$ cat config.mk
export PLATFORM = sky130hd
export DESIGN_NAME = nn_result_reader_flat
export DESIGN_NICKNAME = d
export VERILOG_FILES = /design/src/rtl/nn_result_reader_if.sv /design/src/rtl/nn_result_reader.sv /design/src/flat_wrapper.sv
export SDC_FILE = /design/constraint.sdc
export NUM_CORES = 1
export LEC_CHECK = 0
export CAP_MARGIN = 10
export CORE_UTILIZATION = 49
export DETAILED_ROUTE_END_ITERATION = 12
export GPL_ROUTABILITY_DRIVEN = 0
export PLACE_DENSITY = 0.81
export SLEW_MARGIN = 20
export SYNTH_ARGS = -nofsm -noshare
export SYNTH_HDL_FRONTEND = slang
export SYNTH_SLANG_ARGS = --single-unit
$ cat constraint.sdc
create_clock -name Clk -period 3.14 [get_ports Clk]
set_clock_uncertainty 0.1 [all_clocks]
set_input_delay 0.785 -clock Clk [delete_from_list [all_inputs] [get_ports Clk]]
set_output_delay 0.785 -clock Clk [all_outputs]
set_load 0.01 [all_outputs]
$ cat src/rtl/nn_result_reader_if.sv
// Signal bundle between the result reader, the I/O RAM read port and the
// display/host consumer of the classification result.
interface nn_result_reader_if #(
    parameter int N_OUT  = 10,
    parameter int DATA_W = 16,
    parameter int ADDR_W = 10
);
    logic                            Start;
    logic                            Busy;
    logic                            Rd_en;
    logic [ADDR_W-1:0]               Address;
    logic [DATA_W-1:0]               Q;
    logic                            Valid;
    logic                            Ack;
    logic [3:0]                      Digit;
    logic [DATA_W-1:0]               Score;
    logic [N_OUT-1:0][DATA_W-1:0]    Scores;

    modport master (
        input  Start, Q, Ack,
        output Busy, Rd_en, Address, Valid, Digit, Score, Scores
    );

    modport slave (
        output Start, Q, Ack,
        input  Busy, Rd_en, Address, Valid, Digit, Score, Scores
    );
endinterface

$ cat src/rtl/nn_result_reader.sv
// Sweeps the output-layer activations out of the I/O RAM one word per cycle
// and runs a signed argmax over them to produce the classified digit.
module nn_result_reader #(
    parameter int                N_OUT     = 10,
    parameter int                DATA_W    = 16,
    parameter int                ADDR_W    = 10,
    parameter int                RD_LAT    = 2,
    parameter logic [ADDR_W-1:0] BASE_ADDR = '0
) (
    input logic               Clk,
    input logic               Reset_n,
    nn_result_reader_if.master bus
);

    typedef enum logic [1:0] {IDLE, ISSUE, DRAIN, DONE} state_t;

    localparam logic [4:0] LAST_IDX = 5'(N_OUT - 1);
    localparam logic [4:0] N_CNT    = 5'(N_OUT);

    state_t                        state, state_nxt;
    logic [4:0]                    issue_cnt;
    logic [4:0]                    ret_cnt;
    logic [RD_LAT-1:0]             vld_p;
    logic signed [DATA_W-1:0]      max_p;
    logic [3:0]                    digit_p;
    logic [N_OUT-1:0][DATA_W-1:0]  scores_p;
    logic signed [DATA_W-1:0]      q_s;
    logic                          rd_en;
    logic [ADDR_W-1:0]             rd_addr;
    logic                          ret_vld;

    function automatic logic gt_signed(input logic signed [DATA_W-1:0] a,
                                       input logic signed [DATA_W-1:0] b);
        return a > b;
    endfunction

    assign q_s     = bus.Q;
    assign ret_vld = vld_p[RD_LAT-1];

    always_comb begin
        state_nxt = state;
        case (state)
            IDLE:  if (bus.Start)            state_nxt = ISSUE;
            ISSUE: if (issue_cnt == LAST_IDX) state_nxt = DRAIN;
            DRAIN: if (ret_cnt == N_CNT)      state_nxt = DONE;
            DONE:  if (bus.Ack)              state_nxt = IDLE;
            default:                         state_nxt = IDLE;
        endcase
    end

    always_ff @(posedge Clk or negedge Reset_n) begin
        if (!Reset_n) state <= IDLE;
        else          state <= state_nxt;
    end

    always_comb begin
        rd_en   = (state == ISSUE);
        rd_addr = '0;
        if (rd_en) rd_addr = BASE_ADDR + ADDR_W'(issue_cnt);
    end

    // Issue stage: counters and the tag pipe that mirrors the RAM read latency
    always_ff @(posedge Clk or negedge Reset_n) begin
        if (!Reset_n) begin
            issue_cnt <= '0;
            ret_cnt   <= '0;
            vld_p     <= '0;
        end else begin
            vld_p[0] <= rd_en;
            for (int j = 1; j < RD_LAT; j++) vld_p[j] <= vld_p[j-1];
            if (state == IDLE && bus.Start) begin
                issue_cnt <= '0;
                ret_cnt   <= '0;
            end else begin
                if (state == ISSUE) issue_cnt <= issue_cnt + 5'd1;
                if (ret_vld)        ret_cnt   <= ret_cnt + 5'd1;
            end
        end
    end

    // Return stage: capture each tagged word and update the running argmax.
    // The first return of a sweep always overwrites, so the previous result
    // stays visible until then.
    always_ff @(posedge Clk or negedge Reset_n) begin
        if (!Reset_n) begin
            max_p    <= '0;
            digit_p  <= '0;
            scores_p <= '0;
        end else if (ret_vld) begin
            for (int k = 0; k < N_OUT; k++) begin
                if (ret_cnt == 5'(k)) scores_p[k] <= bus.Q;
            end
            if (ret_cnt == 5'd0 || gt_signed(q_s, max_p)) begin
                max_p   <= q_s;
                digit_p <= ret_cnt[3:0];
            end
        end
    end

    assign bus.Rd_en   = rd_en;
    assign bus.Address = rd_addr;
    assign bus.Busy    = (state == ISSUE) || (state == DRAIN);
    assign bus.Valid   = (state == DONE);
    assign bus.Digit   = digit_p;
    assign bus.Score   = max_p;
    assign bus.Scores  = scores_p;

endmodule

$ cat src/flat_wrapper.sv
// flat-port wrapper written by rule: the top's interface ports become plain ports
module nn_result_reader_flat 
#(
    parameter int                N_OUT     = 10,
    parameter int                DATA_W    = 16,
    parameter int                ADDR_W    = 10,
    parameter int                RD_LAT    = 2,
    parameter logic [ADDR_W-1:0] BASE_ADDR = '0
)
  (Clk, Reset_n, bus_Start, bus_Q, bus_Ack, bus_Busy, bus_Rd_en, bus_Address, bus_Valid, bus_Digit, bus_Score, bus_Scores);
  nn_result_reader_if #(.N_OUT(N_OUT), .DATA_W(DATA_W), .ADDR_W(ADDR_W)) bus_i ();
  input logic Clk;
  input logic Reset_n;
  input wire logic [$bits(bus_i.Start)-1:0] bus_Start;
  input wire logic [$bits(bus_i.Q)-1:0] bus_Q;
  input wire logic [$bits(bus_i.Ack)-1:0] bus_Ack;
  output wire logic [$bits(bus_i.Busy)-1:0] bus_Busy;
  output wire logic [$bits(bus_i.Rd_en)-1:0] bus_Rd_en;
  output wire logic [$bits(bus_i.Address)-1:0] bus_Address;
  output wire logic [$bits(bus_i.Valid)-1:0] bus_Valid;
  output wire logic [$bits(bus_i.Digit)-1:0] bus_Digit;
  output wire logic [$bits(bus_i.Score)-1:0] bus_Score;
  output wire logic [$bits(bus_i.Scores)-1:0] bus_Scores;
  assign bus_i.Start = bus_Start;
  assign bus_i.Q = bus_Q;
  assign bus_i.Ack = bus_Ack;
  assign bus_Busy = bus_i.Busy;
  assign bus_Rd_en = bus_i.Rd_en;
  assign bus_Address = bus_i.Address;
  assign bus_Valid = bus_i.Valid;
  assign bus_Digit = bus_i.Digit;
  assign bus_Score = bus_i.Score;
  assign bus_Scores = bus_i.Scores;
  nn_result_reader #(.N_OUT(N_OUT), .DATA_W(DATA_W), .ADDR_W(ADDR_W), .RD_LAT(RD_LAT), .BASE_ADDR(BASE_ADDR)) u_core (.Clk(Clk), .Reset_n(Reset_n), .bus(bus_i));
endmodule
# After elaboration in Yosys (flattened, before gate mapping)
# Cells that the tools add are included.
# totals
register_bits	194
out_inout_bits	193
word_cells	66
# classes
add_sub_neg	2
order_cmp	1
eq_ne	18
n_mux	10
reduce_logical	19
# ops
operator	count
$mux 5	5
$reduce_and 2->1	11
$eq 5x3->1 const B	4
$eq 5x4->1 const B	4
$gt 16x16->1	1
$add 5x1->5 const B	2
$eq 5x2->1 const B	2
$mux 2	4
$pmux 2 s4	1
$ne 2x2->1 const B	3
$eq 5x1->1 const B	1
$logic_not 5->1	1
$eq 2x2->1 const B	2
$reduce_and 4->1	1
$reduce_bool 2->1	2
$eq 2x1->1 const B	1
$logic_not 2->1	1
$logic_or 1x1->1	2
$ne 2x1->1 const B	1
$logic_and 1x1->1	1

# Logic depth before layout (Yosys ltp)
# logic_depth
depth_word	3
depth_mapped	11
ltp_nobuf	8

# Worst setup path after synthesis
# OpenSTA, ideal clock, no wires.
# synth_timing
path_type	input to register
from	in bus_Q[15]
to	reg u_core.digit_p[0] (netlist: u_core.bus.Digit[0])
arrival_time_ns	2.945
t_required_ns	2.915
slack_ns	-0.030
path_stages	9
path_buffers	2
cell_sequence	ha_1 -> nand4_2 -> or4_1 -> a21o_1 -> and3_4 -> a221o_1 -> buf_6 -> buf_12 -> mux2_4
# synth_via
elab_chain_cells	3
# synth_lines
element	line	source
from (decl)	flat_wrapper.sv:15	input wire logic [$bits(bus_i.Q)-1:0] bus_Q;
$gt 16x16->1	nn_result_reader.sv:34	return a > b;
$logic_or 1x1->1	nn_result_reader.sv:93	if (ret_cnt == 5'd0 || gt_signed(q_s, max_p)) begin
$reduce_and 2->1 (no source line)	-	
to (signal assigned)	nn_result_reader.sv:95	digit_p <= ret_cnt[3:0];
to (decl)	nn_result_reader.sv:25	logic [3:0] digit_p;
# No other way between the ends.
# A chain may end at the register's enable or synchronous reset.

# Worst setup path in the final report
# layout_timing
from	in bus_Q[5]
to	reg u_core.digit_p[1] (netlist: u_core.bus.Digit[1])
# Same word-level chain as after synthesis.

==> flow_metrics.tcl <==
set metrics [dict create \
    status "finished, final reports clean" \
    hold_viol_final 0 \
    wl_per_cell_um 20.4 \
    wl_met2_mm 10.7 \
    cp_max_fo 12 \
    highest-signal-layer "met4" \
    grt_overflow 0 \
    relSlewSlack_pct 34.2 \
    antenna_found_initial 0 \
    drive_gt1_share_pct 31.4 \
    start_kind "primary input" \
    path_clk_slew_ns 0.07 \
    ant_nets 0 \
    slowest_delay_ns 0.48 \
    cts_tree "built" \
    regArea_um2 4850 \
    ys_ff_latch 194 \
    initial_utilization_pct 50.4 \
    cp.required_ns 3.35 \
    insertion_delay_ns 0.42 \
    max_freq_mhz 321 \
    yosys.cell_types.count 37 \
    worstPathCellList "clkdlybuf4s50_1 > ha_4 > nand4_1 > or4_4 > a21o_1 > and3_4 > a221o_1 > buf_6 > mux2_4" \
    first_global_vias 5592 \
    syn_to_final_growth_pct 39.7 \
    io_pins 213 \
    vias 5341 \
    setup_viol 0 \
    critPathBufInv 2 \
    rrSetupSlack_ns 0.35 \
    finalSetupTns_ns 0 \
    nets 836 \
    layout_min_cycle_time_ns 3.12 \
    first_pass_iters 4 \
    hp-class "primary input to async pin" \
    syn-cell-area_um2 8040 \
    cap_violations 0 \
    crit_slowest_cell "clkdlybuf4s50_1" \
    path_delay_family "simple AND/OR/NAND/NOR gates" \
    worst_pin_slew_ns 0.985 \
    dieArea_um2 16900 \
    wl_met3_mm 1.14 \
    viasPerCell 5.25 \
    post-route-period-util_pct 99.3 \
    ir_drop_uv 607 \
    grt_pass1_wl_mm 31.7 \
    rr_endpoint "u_core.bus.Digit[1]" \
    place_hpwl_mm 14.9 \
    multi_input_area_um2 3010 \
    synth-warning-count 0 \
    route.layer.met1.wl_mm 8.47 \
    synth_area_per_cell_um2 14.3 \
    path_class "primary input to register" \
    rows 46 \
    drt_iter0_drc 190 \
    timing.rr.start "u_core.bus.Score[14]" \
    portBuffers 207 \
    fp.dieH_um 130 \
    end_kind "register" \
    p_leak_nw 4.97 \
    power-per-cell-area_nw_per_um2 1140 \
    htree_levels 4 \
    syn_inst 561 \
    drt-total-wl_mm 20.8 \
    coreArea_um2 15900 \
    cts_sinks 194 \
    final_cell_mix "199 x clkdlybuf4s50_1, 194 x dfrtp_1, 161 x mux2_2" \
    drc 0 \
    fill_cells 1082 \
    grt_usage_pct 25.5 \
    synth_seq_area_share_pct 60.4 \
    rr_worst_depth 9 \
    die_x_um 130 \
    clockBufferDepth 2 \
    final_max_slew_viol_count 0 \
    cts-root-buf "clkbuf_16" \
    final_common_cell "clkdlybuf4s50_1" \
    cp.arrival_ns 3.33 \
    numCtsBuffers 17 \
    fin_util_pct 70.5 \
    antennaDiodeCount 0 \
    grt_max_degree 63 \
]
[worst max path at each step]
stage          cells past startpoint  slack (ns)                  end      start
3_3_place_gp                       9       -0.44  u_core.bus.Digit[0]  bus_Q[15]
2_1_floorplan                      9        0.02  u_core.bus.Digit[0]  bus_Q[15]
4_1_cts                            9        0.03  u_core.bus.Digit[1]  bus_Q[11]
5_1_grt                            9       -0.02  u_core.bus.Digit[0]  bus_Q[10]
3_5_place_dp                       9       -0.50  u_core.bus.Digit[1]  bus_Q[15]
6_report                           9        0.02  u_core.bus.Digit[1]   bus_Q[5]
[what timing repair did]
item	CTS	global route
setup buffers	0	0
hold buffers	0	0
resized for setup	9	9
endpoints found under the setup margin	19	21
[cells by family (layout without fill, tap and decap cells)]
group,Yosys count,in the layout,synth area share [%]
AOI/OAI and AO/OA,26,26,1.88
muxes,174,174,24.8
xor gates and xnor gates,8,8,0.871
buffers and inverters,64,301,3.53
and+or+nand+nor,67,67,4.31
other,1,5,0.0466
adders and majority gates,27,27,4.20
DFF,194,194,60.4
[final cells by class]
class	instances	share of cell area [%]
sequential	194	43.2
multi-input combinational	307	26.8
clock buffer	17	3.79
inverter	27	0.902
tap	216	2.41
clock inverter	15	1.70
timing repair buffer	242	21.2
[registers in the layout, indices dropped and copies added, names as in the netlist]
name and flops:
u_core.state 2, u_core.ret_cnt 5, u_core.bus.Score 16, u_core.bus.Digit 4, u_core.issue_cnt 5, u_core.vld_p 2, u_core.bus.Scores 160
[power by group]
part / total [mW] / internal, mW / switching [mW]
Combinational: 5.96 / 3.61 / 2.35
Sequential: 4.57 / 3.77 / 0.798
Clock: 2.27 / 1.28 / 0.993
Total: 12.8 / 8.66 / 4.14
[per-stage QoR]
stage | area (um^2) | setup slack [ns] | hold slack [ns] | std cells | total power, mW
6_report | 11200 | 0.0231 | 0.246 | 1018 | 12.8
5_1_grt | 11200 | -0.0176 | 0.273 | 1018 | 13.5
4_1_cts | 11200 | 0.0280 | 0.251 | 1018 | 12.9
3_5_place_dp | 10500 | -0.499 | 0.246 | 986 | 10.5
3_3_place_gp | 10500 | -0.443 | 0.249 | 986 | 10.2
2_1_floorplan | 8060 | 0.0211 | 0.231 | 565 | 7.17
[synth_stat cells (all sizes together)]
library cell    n  area share, %
a21o            2           0.19
a21oi           6           0.37
a221o           2           0.25
a31oi           2           0.16
and2            6           0.47
and3            1           0.14
and4            2           0.23
buf             9           0.96
clkbuf         28            1.3
conb            1          0.047
dfrtp         194             60
ha             27            4.2
inv            27            1.3
mux2          171             24
mux2i           3           0.37
nand2          28            1.3
nand3           1          0.062
nand4           8           0.70
nand4bb         1           0.14
nor2           13           0.61
nor2b           1          0.078
nor3            3           0.19
nor4b           2           0.30
o211ai          1          0.093
o21ai          12           0.75
o22ai           1          0.078
or4             1          0.093
xnor2           4           0.44
xor2            4           0.44
[layer usage]
metal,up-vias,GRT usage (%)
li1,2382,-
met1,2763,31.7
met2,168,43.3
met3,28,5.78
met4,0,10.1
met5,-,0
No activity file was read; power rests on OpenSTA's default activity.
